==> src/rtl/sw_mem_pkg.sv <==
// Shared definitions for the data-memory board loaders (switch writer and LCD reader).
package sw_mem_pkg;

    localparam int ADDR_WIDTH_DEF = 32;
    localparam int DATA_WIDTH_DEF = 32;
    localparam int BYTE_WIDTH     = 8;
    localparam int BYTES_PER_WORD = 4;

    typedef enum logic {
        COLLECT = 1'b0,
        WRITE   = 1'b1
    } wr_state_e;

    // True when the byte counter shows the word is one byte short of complete.
    function automatic logic is_last_byte(input logic [1:0] cnt);
        return (cnt == 2'(BYTES_PER_WORD - 1));
    endfunction

endpackage

==> src/rtl/sw_mem_write_key_sync_edge.sv <==
// Key conditioner: two-flop synchronizer, active-low to active-high, rising-edge pulse.
// The inversion sits in front of the first flop so every flop clears to the
// "key released" level; a press is then seen three clocks after the key falls.
module key_sync_edge (
    input  logic clk,
    input  logic rst,
    input  logic key_n,
    output logic press
);

    logic [1:0] sync_r;
    logic       prev_r;

    // Synchronize the key level and remember the previous synchronized level.
    always_ff @(posedge clk) begin
        if (rst) begin
            sync_r <= 2'b00;
            prev_r <= 1'b0;
        end else begin
            sync_r <= {sync_r[0], ~key_n};
            prev_r <= sync_r[1];
        end
    end

    assign press = sync_r[1] & ~prev_r;

endmodule

==> src/rtl/sw_mem_write.sv <==
// Switch-to-data-memory loader: four key presses assemble a word (MSB byte
// first), which is written through a request/ack port; the address then advances.
module sw_mem_write
    import sw_mem_pkg::*;
#(
    parameter int          ADDR_WIDTH = ADDR_WIDTH_DEF,
    parameter int          DATA_WIDTH = DATA_WIDTH_DEF,
    parameter int unsigned ADDR_BASE  = 32'd0,
    parameter int unsigned ADDR_LIMIT = 32'd255
) (
    input  logic                  clk,
    input  logic                  rst,
    input  logic                  write_in_n,
    input  logic [7:0]            sw_in,
    input  logic                  clear_in,
    output logic [ADDR_WIDTH-1:0] addr_out,
    output logic [DATA_WIDTH-1:0] data_out,
    output logic                  data_mem_wr_en_out,
    input  logic                  data_mem_wr_ack_in,
    output logic [1:0]            byte_cnt_out,
    output logic                  busy_out,
    output logic                  word_done_out
);

    localparam logic [ADDR_WIDTH-1:0] BASE_ADDR  = ADDR_WIDTH'(ADDR_BASE);
    localparam logic [ADDR_WIDTH-1:0] LIMIT_ADDR = ADDR_WIDTH'(ADDR_LIMIT);
    localparam logic [ADDR_WIDTH-1:0] ADDR_ONE   = {{(ADDR_WIDTH-1){1'b0}}, 1'b1};
    // Only the three older bytes need storing; the newest byte comes straight off the switches.
    localparam int SHIFT_WIDTH = DATA_WIDTH - BYTE_WIDTH;

    wr_state_e              state_r;
    logic [SHIFT_WIDTH-1:0] shift_r;
    logic                   press_s;
    logic [DATA_WIDTH-1:0]  word_s;
    logic [ADDR_WIDTH-1:0]  addr_next_s;

    key_sync_edge u_key (
        .clk   (clk),
        .rst   (rst),
        .key_n (write_in_n),
        .press (press_s)
    );

    // Word as it would look with the current switch byte appended, and the wrapped next address.
    always_comb begin
        word_s      = {shift_r, sw_in};
        addr_next_s = BASE_ADDR;
        if (addr_out == LIMIT_ADDR) begin
            addr_next_s = BASE_ADDR;
        end else begin
            addr_next_s = addr_out + ADDR_ONE;
        end
    end

    // Collect/write controller with all outputs registered.
    always_ff @(posedge clk) begin
        if (rst) begin
            state_r            <= COLLECT;
            shift_r            <= {SHIFT_WIDTH{1'b0}};
            byte_cnt_out       <= 2'd0;
            addr_out           <= BASE_ADDR;
            data_out           <= {DATA_WIDTH{1'b0}};
            data_mem_wr_en_out <= 1'b0;
            busy_out           <= 1'b0;
            word_done_out      <= 1'b0;
        end else begin
            word_done_out <= 1'b0;
            case (state_r)
                COLLECT: begin
                    // Clear beats a simultaneous press: the byte is dropped.
                    if (clear_in) begin
                        byte_cnt_out <= 2'd0;
                        shift_r      <= {SHIFT_WIDTH{1'b0}};
                        addr_out     <= BASE_ADDR;
                    end else if (press_s) begin
                        shift_r <= word_s[SHIFT_WIDTH-1:0];
                        if (is_last_byte(byte_cnt_out)) begin
                            data_out           <= word_s;
                            byte_cnt_out       <= 2'd0;
                            data_mem_wr_en_out <= 1'b1;
                            busy_out           <= 1'b1;
                            state_r            <= WRITE;
                        end else begin
                            byte_cnt_out <= byte_cnt_out + 2'd1;
                        end
                    end
                end
                WRITE: begin
                    // Presses and clear are ignored here; address and data stay put until ack.
                    if (data_mem_wr_ack_in && data_mem_wr_en_out) begin
                        data_mem_wr_en_out <= 1'b0;
                        busy_out           <= 1'b0;
                        word_done_out      <= 1'b1;
                        addr_out           <= addr_next_s;
                        state_r            <= COLLECT;
                    end
                end
                default: begin
                    state_r            <= COLLECT;
                    data_mem_wr_en_out <= 1'b0;
                    busy_out           <= 1'b0;
                end
            endcase
        end
    end

endmodule

==> config.mk <==
export PLATFORM = sky130hd
export DESIGN_NAME = sw_mem_write
export DESIGN_NICKNAME = d
export VERILOG_FILES = /design/src/rtl/sw_mem_pkg.sv /design/src/rtl/sw_mem_write_key_sync_edge.sv /design/src/rtl/sw_mem_write.sv
export SDC_FILE = /design/constraint.sdc
export NUM_CORES = 1
export LEC_CHECK = 0
export ABC_AREA = 1
export CORE_ASPECT_RATIO = 0.9
export CORE_MARGIN = 2
export CORE_UTILIZATION = 54
export CTS_BUF_LIST = sky130_fd_sc_hd__clkbuf_4
export CTS_CLUSTER_DIAMETER = 50
export CTS_CLUSTER_SIZE = 25
export DETAILED_ROUTE_END_ITERATION = 10
export HOLD_SLACK_MARGIN = 0.05
export PLACE_DENSITY = 0.87
export SYNTH_ARGS = -nofsm -noshare
export SYNTH_HDL_FRONTEND = slang
export SYNTH_SLANG_ARGS = --single-unit
export TNS_END_PERCENT = 30
==> constraint.sdc <==
create_clock -name clk -period 1.9 [get_ports clk]
set_input_delay 0.19 -clock clk [delete_from_list [all_inputs] [get_ports clk]]
set_output_delay 0.19 -clock clk [all_outputs]
set_load 0.05 [all_outputs]
# Word level (Yosys, flattened, before mapping)
# Cells that the tools add are included.
dict set report totals {
  reg_bits 96
  in_bits 13
  elab_cells 50
}
dict set report classes {
  n_addsub 2
  n_eq_ne 7
  muxes 20
  bitwise_logic 5
  reduce_logical 7
}
# op count
set op_table {}
lappend op_table {{32-bit 2-to-1 mux} 3}
lappend op_table {{32-bit case mux with 2 select lines} 1}
lappend op_table {{24-bit 2-to-1 mux} 2}
lappend op_table {{32-bit by 1-bit adder with 32-bit output (second input constant)} 1}
lappend op_table {{32-bit by 8-bit == test with 1-bit output (second input constant)} 1}
lappend op_table {{1-bit 2-to-1 mux} 9}
lappend op_table {{2-bit inequality test (second input constant)} 4}
lappend op_table {{4-bit AND reduction} 2}
lappend op_table {{2-bit 2-to-1 mux} 3}
lappend op_table {{1-bit inverter} 4}
lappend op_table {{1-bit case mux with 2 select lines} 2}
lappend op_table {{2-bit AND reduction} 2}
lappend op_table {{2-bit by 1-bit adder with 2-bit output (second input constant)} 1}
lappend op_table {{2-bit == test (second input constant)} 1}
lappend op_table {{2-bit by 1-bit inequality test with 1-bit output (second input constant)} 1}
lappend op_table {{2-bit nonzero test} 1}
lappend op_table {{2-bit OR reduction} 1}
lappend op_table {{1-bit bitwise AND} 1}
lappend op_table {{1-bit logical AND} 1}

# Logic depth before layout (Yosys ltp)
dict set report depth {
  depth_word 5
  mapped_depth 11
}

# Hierarchy
# Synthesis repeated with hierarchy kept, for this count alone.
dict set report hier_totals {
  hier_cells 632
  hier_area_um2 4284.1
}
# mod instances cells_each area_each_um2 seq_area_each_um2
set modules_own_cells {}
lappend modules_own_cells {sw_mem_write 1 623 4201.5 1861.8}
lappend modules_own_cells {key_sync_edge 1 9 82.6 60.1}

# Worst setup path after synthesis
# No wires, ideal clock.
dict set report synth_timing {
  kind {register to register}
  startpoint {register addr_out[0]}
  endpoint {register addr_out[23]}
  setup_time_ns 0.132
  arrival_ns 1.721
  required_time_ns 1.768
  slack_ns 0.047
  stages_incl_launch_ff 10
  path_buffers 1
  period_less_slack_ns 1.853
  cell_sequence {dfxtp_1 -> ha_1 -> nand3_1 -> nor2_1 -> nand2_1 -> nor2_2 -> nor2_4 -> buf_6 -> nand3_1 -> a21oi_1}
}
dict set report synth_via {
  elab_chain_cells 4
  elab_cells_between_ends 5
  cone_classes {add/sub: 1; eq/ne: 1; mux: 3}
}
# item line_no
set synth_lines {}
lappend synth_lines {{from (decl)} sw_mem_write.sv:16} ;# output logic [ADDR_WIDTH-1:0] addr_out,
lappend synth_lines {{from (signal assigned)} sw_mem_write.sv:94} ;# addr_out <= addr_next_s;
lappend synth_lines {{32-bit by 1-bit adder with 32-bit output / 32-bit by 8-bit == test with 1-bit output (equally long branches)} {sw_mem_write.sv:51, sw_mem_write.sv:48}}
lappend synth_lines {{32-bit 2-to-1 mux *} sw_mem_write.sv:48} ;# if (addr_out == LIMIT_ADDR) begin
lappend synth_lines {{32-bit 2-to-1 mux *} sw_mem_write.sv:90} ;# if (data_mem_wr_ack_in && data_mem_wr_en_out) begin
lappend synth_lines {{32-bit case mux with 2 select lines *} sw_mem_write.sv:68} ;# case (state_r)
# Every way passes the cells marked *; elsewhere a longest branch is shown, timed or not. The select of a mux whose other input is x is not followed.
# A chain may end at the register's enable or synchronous reset.

# Worst setup path in the final report
dict set report layout_timing {
  startpoint {register data_out[3]}
  endpoint {output data_out[3]}
}
# item line_no
set layout_lines {}
lappend layout_lines {{from (decl)} sw_mem_write.sv:17} ;# output logic [DATA_WIDTH-1:0] data_out,
lappend layout_lines {{from (signal assigned)} sw_mem_write.sv:62} ;# data_out <= {DATA_WIDTH{1'b0}};
lappend layout_lines {{from (signal assigned)} sw_mem_write.sv:78} ;# data_out <= word_s;
# No word-level cell between the ends.

==> flow_summary.toml <==
[critical_path]
slowest_delay_ns = 0.81
crit_slowest_cell = "clkdlybuf4s50_1"
cp_top_family = "buffers and inverters"
timing.rr.start = "addr_out[1]$_SDFFE_PP0P_"
crit_type = "register to primary output"
crit_chain = "clkdlybuf4s50_1"
critPathLaunchType = "register"
ff2ff_path_depth = 8
reg2reg_to = "addr_out[24]$_SDFFE_PP0P_"
required_ns = 1.71
worstSetupEndpointType = "primary output"
path_buf_inv = 1
cp_max_fo = 2
rrSetupSlack_ns = 0.13
crit_arrival_ns = 1.63

[cells_and_area]
drive_gt1_share_pct = 9.00
diodes = 0
area_delta_synth_final_pct = 25.1
final_common_cell = "nand2_1"
finalNetCount = 721
fill_cells = 643
final_util_pct = 70.8
layout_common_cells = "nand2_1 (153), nor2_1 (118), dfxtp_1 (95)"

[sta]
worst_pin_slew_ns = 0.551
slew_violations = 0
fin_worst_skew_ns = 0.0217
slew_headroom_pct = 63.3
setup_viol = 0
hold_ws_ns = 0.233
min_period_ns = 1.82
hold_viol = 0
fmax_mhz = 550
fin_crit_sh_pct = 95.7
worst_slack_ns = 0.0819

[power_and_ir_drop]
vdd_drop_max_mv = 0.365
pwr-share-seq_pct = 61.7
netSwitchingPower_w = 0.000895
combPwrFrac_pct = 4.2
p_per_area_nw_per_um2 = 606
p_clk_share_pct = 34.1
leakage_nw = 2.62
p_sw_share_pct = 27.3
p_int_w = 0.00239

[grt]
grt_max_degree = 53
grt_usage_pct = 26.7
grt_pass1_vias = 3942
grt_pass1_wl_um = 18900
antenna_found_initial = 0
grt-ovfl-total = 0

[synth]
synthTopCellsByArea = "dfxtp_1 (44%), nand2_1 (13%), nor2_1 (10%)"
yosysWarnings = 0
synth_top_area_share_pct = 44.3
postSynthCellCount = 629
synth-edff-count = 0
synthFlopType = "dfxtp_1"
synth-seq-area-share_pct = 44.3
synthDistinctLibCells = 29
synthArstFlopShare_pct = 0
post_synth.cell_area_avg_um2 = 6.89
synth_top_area_cell = "dfxtp_1"
synth.cell_area_um2 = 4330
ys_ff_latch = 96
synthesis.nets = 644

[placement]
dpl.hpwl_um = 7980
dpl_worst_slack_ns = 0.0765
place.gp.congestion = 0.908
port_buffers = 81

[route]
drt-pass1-iter-count = 5
drtIter0Drc = 467
num_vias = 4375
viasPerCell = 5.42
wl_um = 11700
ant_nets = 0
drc = 0
wl_per_cell_um = 14.4

[cts]
cts_setup_buffers = 0
postCtsHoldBufs = 0
cts-root-buf = "clkbuf_4"
clock_path_buffers = 2
clk_latency_ns = 0.47
cts_made_buffers = 9
cts_tree = "done"
cts_max_level = 3
clock_sinks = 96
clk_pin_slew_ns = 0.16

[die]
die_x_um = 98.4
rows = 30
initial_core_util_pct = 56.6
pin_count = 82
die_area_um2 = 8760
core_area_um2 = 7660
die_h_um = 89.0

[hold_path]
min_to = "u_key.sync_r[0]$_SDFF_PP0_"
min_path_type = "input pin to register"
worstHoldPathCells = 2
hp-start = "write_in_n"

[run]
maxCapViolations = 0

[outcome]
status = "completed"
## through the flow
| step | cell area, um^2 | total power, W | cells | setup TNS (ns) |
|---|---|---|---|---|
| after floorplan | 4330 | 0.00215 | 629 | 0 |
| after global placement | 5230 | 0.00220 | 790 | 0 |
| after detailed placement | 5230 | 0.00221 | 790 | 0 |
| after CTS | 5330 | 0.00331 | 806 | 0 |
| after global routing | 5420 | 0.00343 | 807 | -0.0158 |
| final | 5420 | 0.00329 | 807 | 0 |
## cell families after synthesis
family	Yosys count	synth area share [%]
AND/OR/NAND/NOR	335	32.4
AO/OA/AOI/OAI	123	14.5
flip-flops	96	44.3
buffers and inverters	65	6.55
XOR/XNOR	8	1.62
adder cells (fa/ha/maj)	2	0.577
## how the worst max path moves through the flow
stage,from,slack [ns],cells after the start,end
after floorplan,addr_out[0]$_SDFFE_PP0P_,0.05,9,addr_out[23]$_SDFFE_PP0P_
after global placement,data_mem_wr_ack_in,0.18,5,addr_out[30]$_SDFFE_PP0P_
after detailed placement,addr_out[0]$_SDFFE_PP0P_,0.08,8,addr_out[30]$_SDFFE_PP0P_
after CTS,byte_cnt_out[0]$_SDFFE_PP0P_,0.003,1,byte_cnt_out[0]
after global routing,addr_out[1]$_SDFFE_PP0P_,-0.02,8,addr_out[24]$_SDFFE_PP0P_
final,data_out[3]$_SDFFE_PP0P_,0.08,1,data_out[3]
## per-layer routing
layer  part of all wire, %  up-vias  track usage (%)  wire [um]
li1                      -     2164                -          -
met1                    44     2020             36.3       5160
met3                   8.3       11             7.04        970
met5                     0        -                0          0
met2                    46      180             43.4       5410
met4                   1.0        0             5.85        122
## synth_stat cells (2+ instances only)
library cell  count
clkbuf_1         19
nand2_2           5
dfxtp_1          96
o21ai_0          62
a21oi_2           2
nand4_1           3
or2_2             6
buf_4             4
nor2_4            4
buf_6             3
nor2_2            9
nand3_1          28
nand2_1         153
buf_2             2
ha_1              2
inv_1            32
nor2_1          119
buf_1             2
xnor2_1           3
a21oi_1          56
inv_2             3
xor2_1            5
nand3b_1          3
nor3_1            3
## power groups by stage
stage | Sequential (W) | Combinational, W | Clock (W)
global route | 0.00203 | 0.000151 | 0.00125
detailed placement | 0.00207 | 0.000136 | 0
floorplan | 0.00207 | 0.0000724 | 0
CTS | 0.00203 | 0.000137 | 0.00114
finish | 0.00203 | 0.000138 | 0.00112
global placement | 0.00207 | 0.000135 | 0
## state kept, by name, summed over array words and instances (netlist names)
signal / cells
byte_cnt_out: 2
state_r: 1
data_out: 32
word_done_out: 1
addr_out: 32
u_key.sync_r: 2
shift_r: 24
busy_out: 1
u_key.prev_r: 1
## area by class of cell
type,count,area (um^2),area share (%)
well taps,96,120,2.21
multi-input cells,469,2150,39.6
inverters,35,131,2.42
repair buffers,95,953,17.6
clock inverters,7,81.3,1.50
flip-flops and latches,96,1920,35.5
clock buffers,9,67.6,1.25
## timing repair
item	in CTS	in global routing
resized for setup	32	32
pin swaps	0	1
cloned	0	1
setup endpoints to repair	32	43
Power figures use the tool's default switching activity.
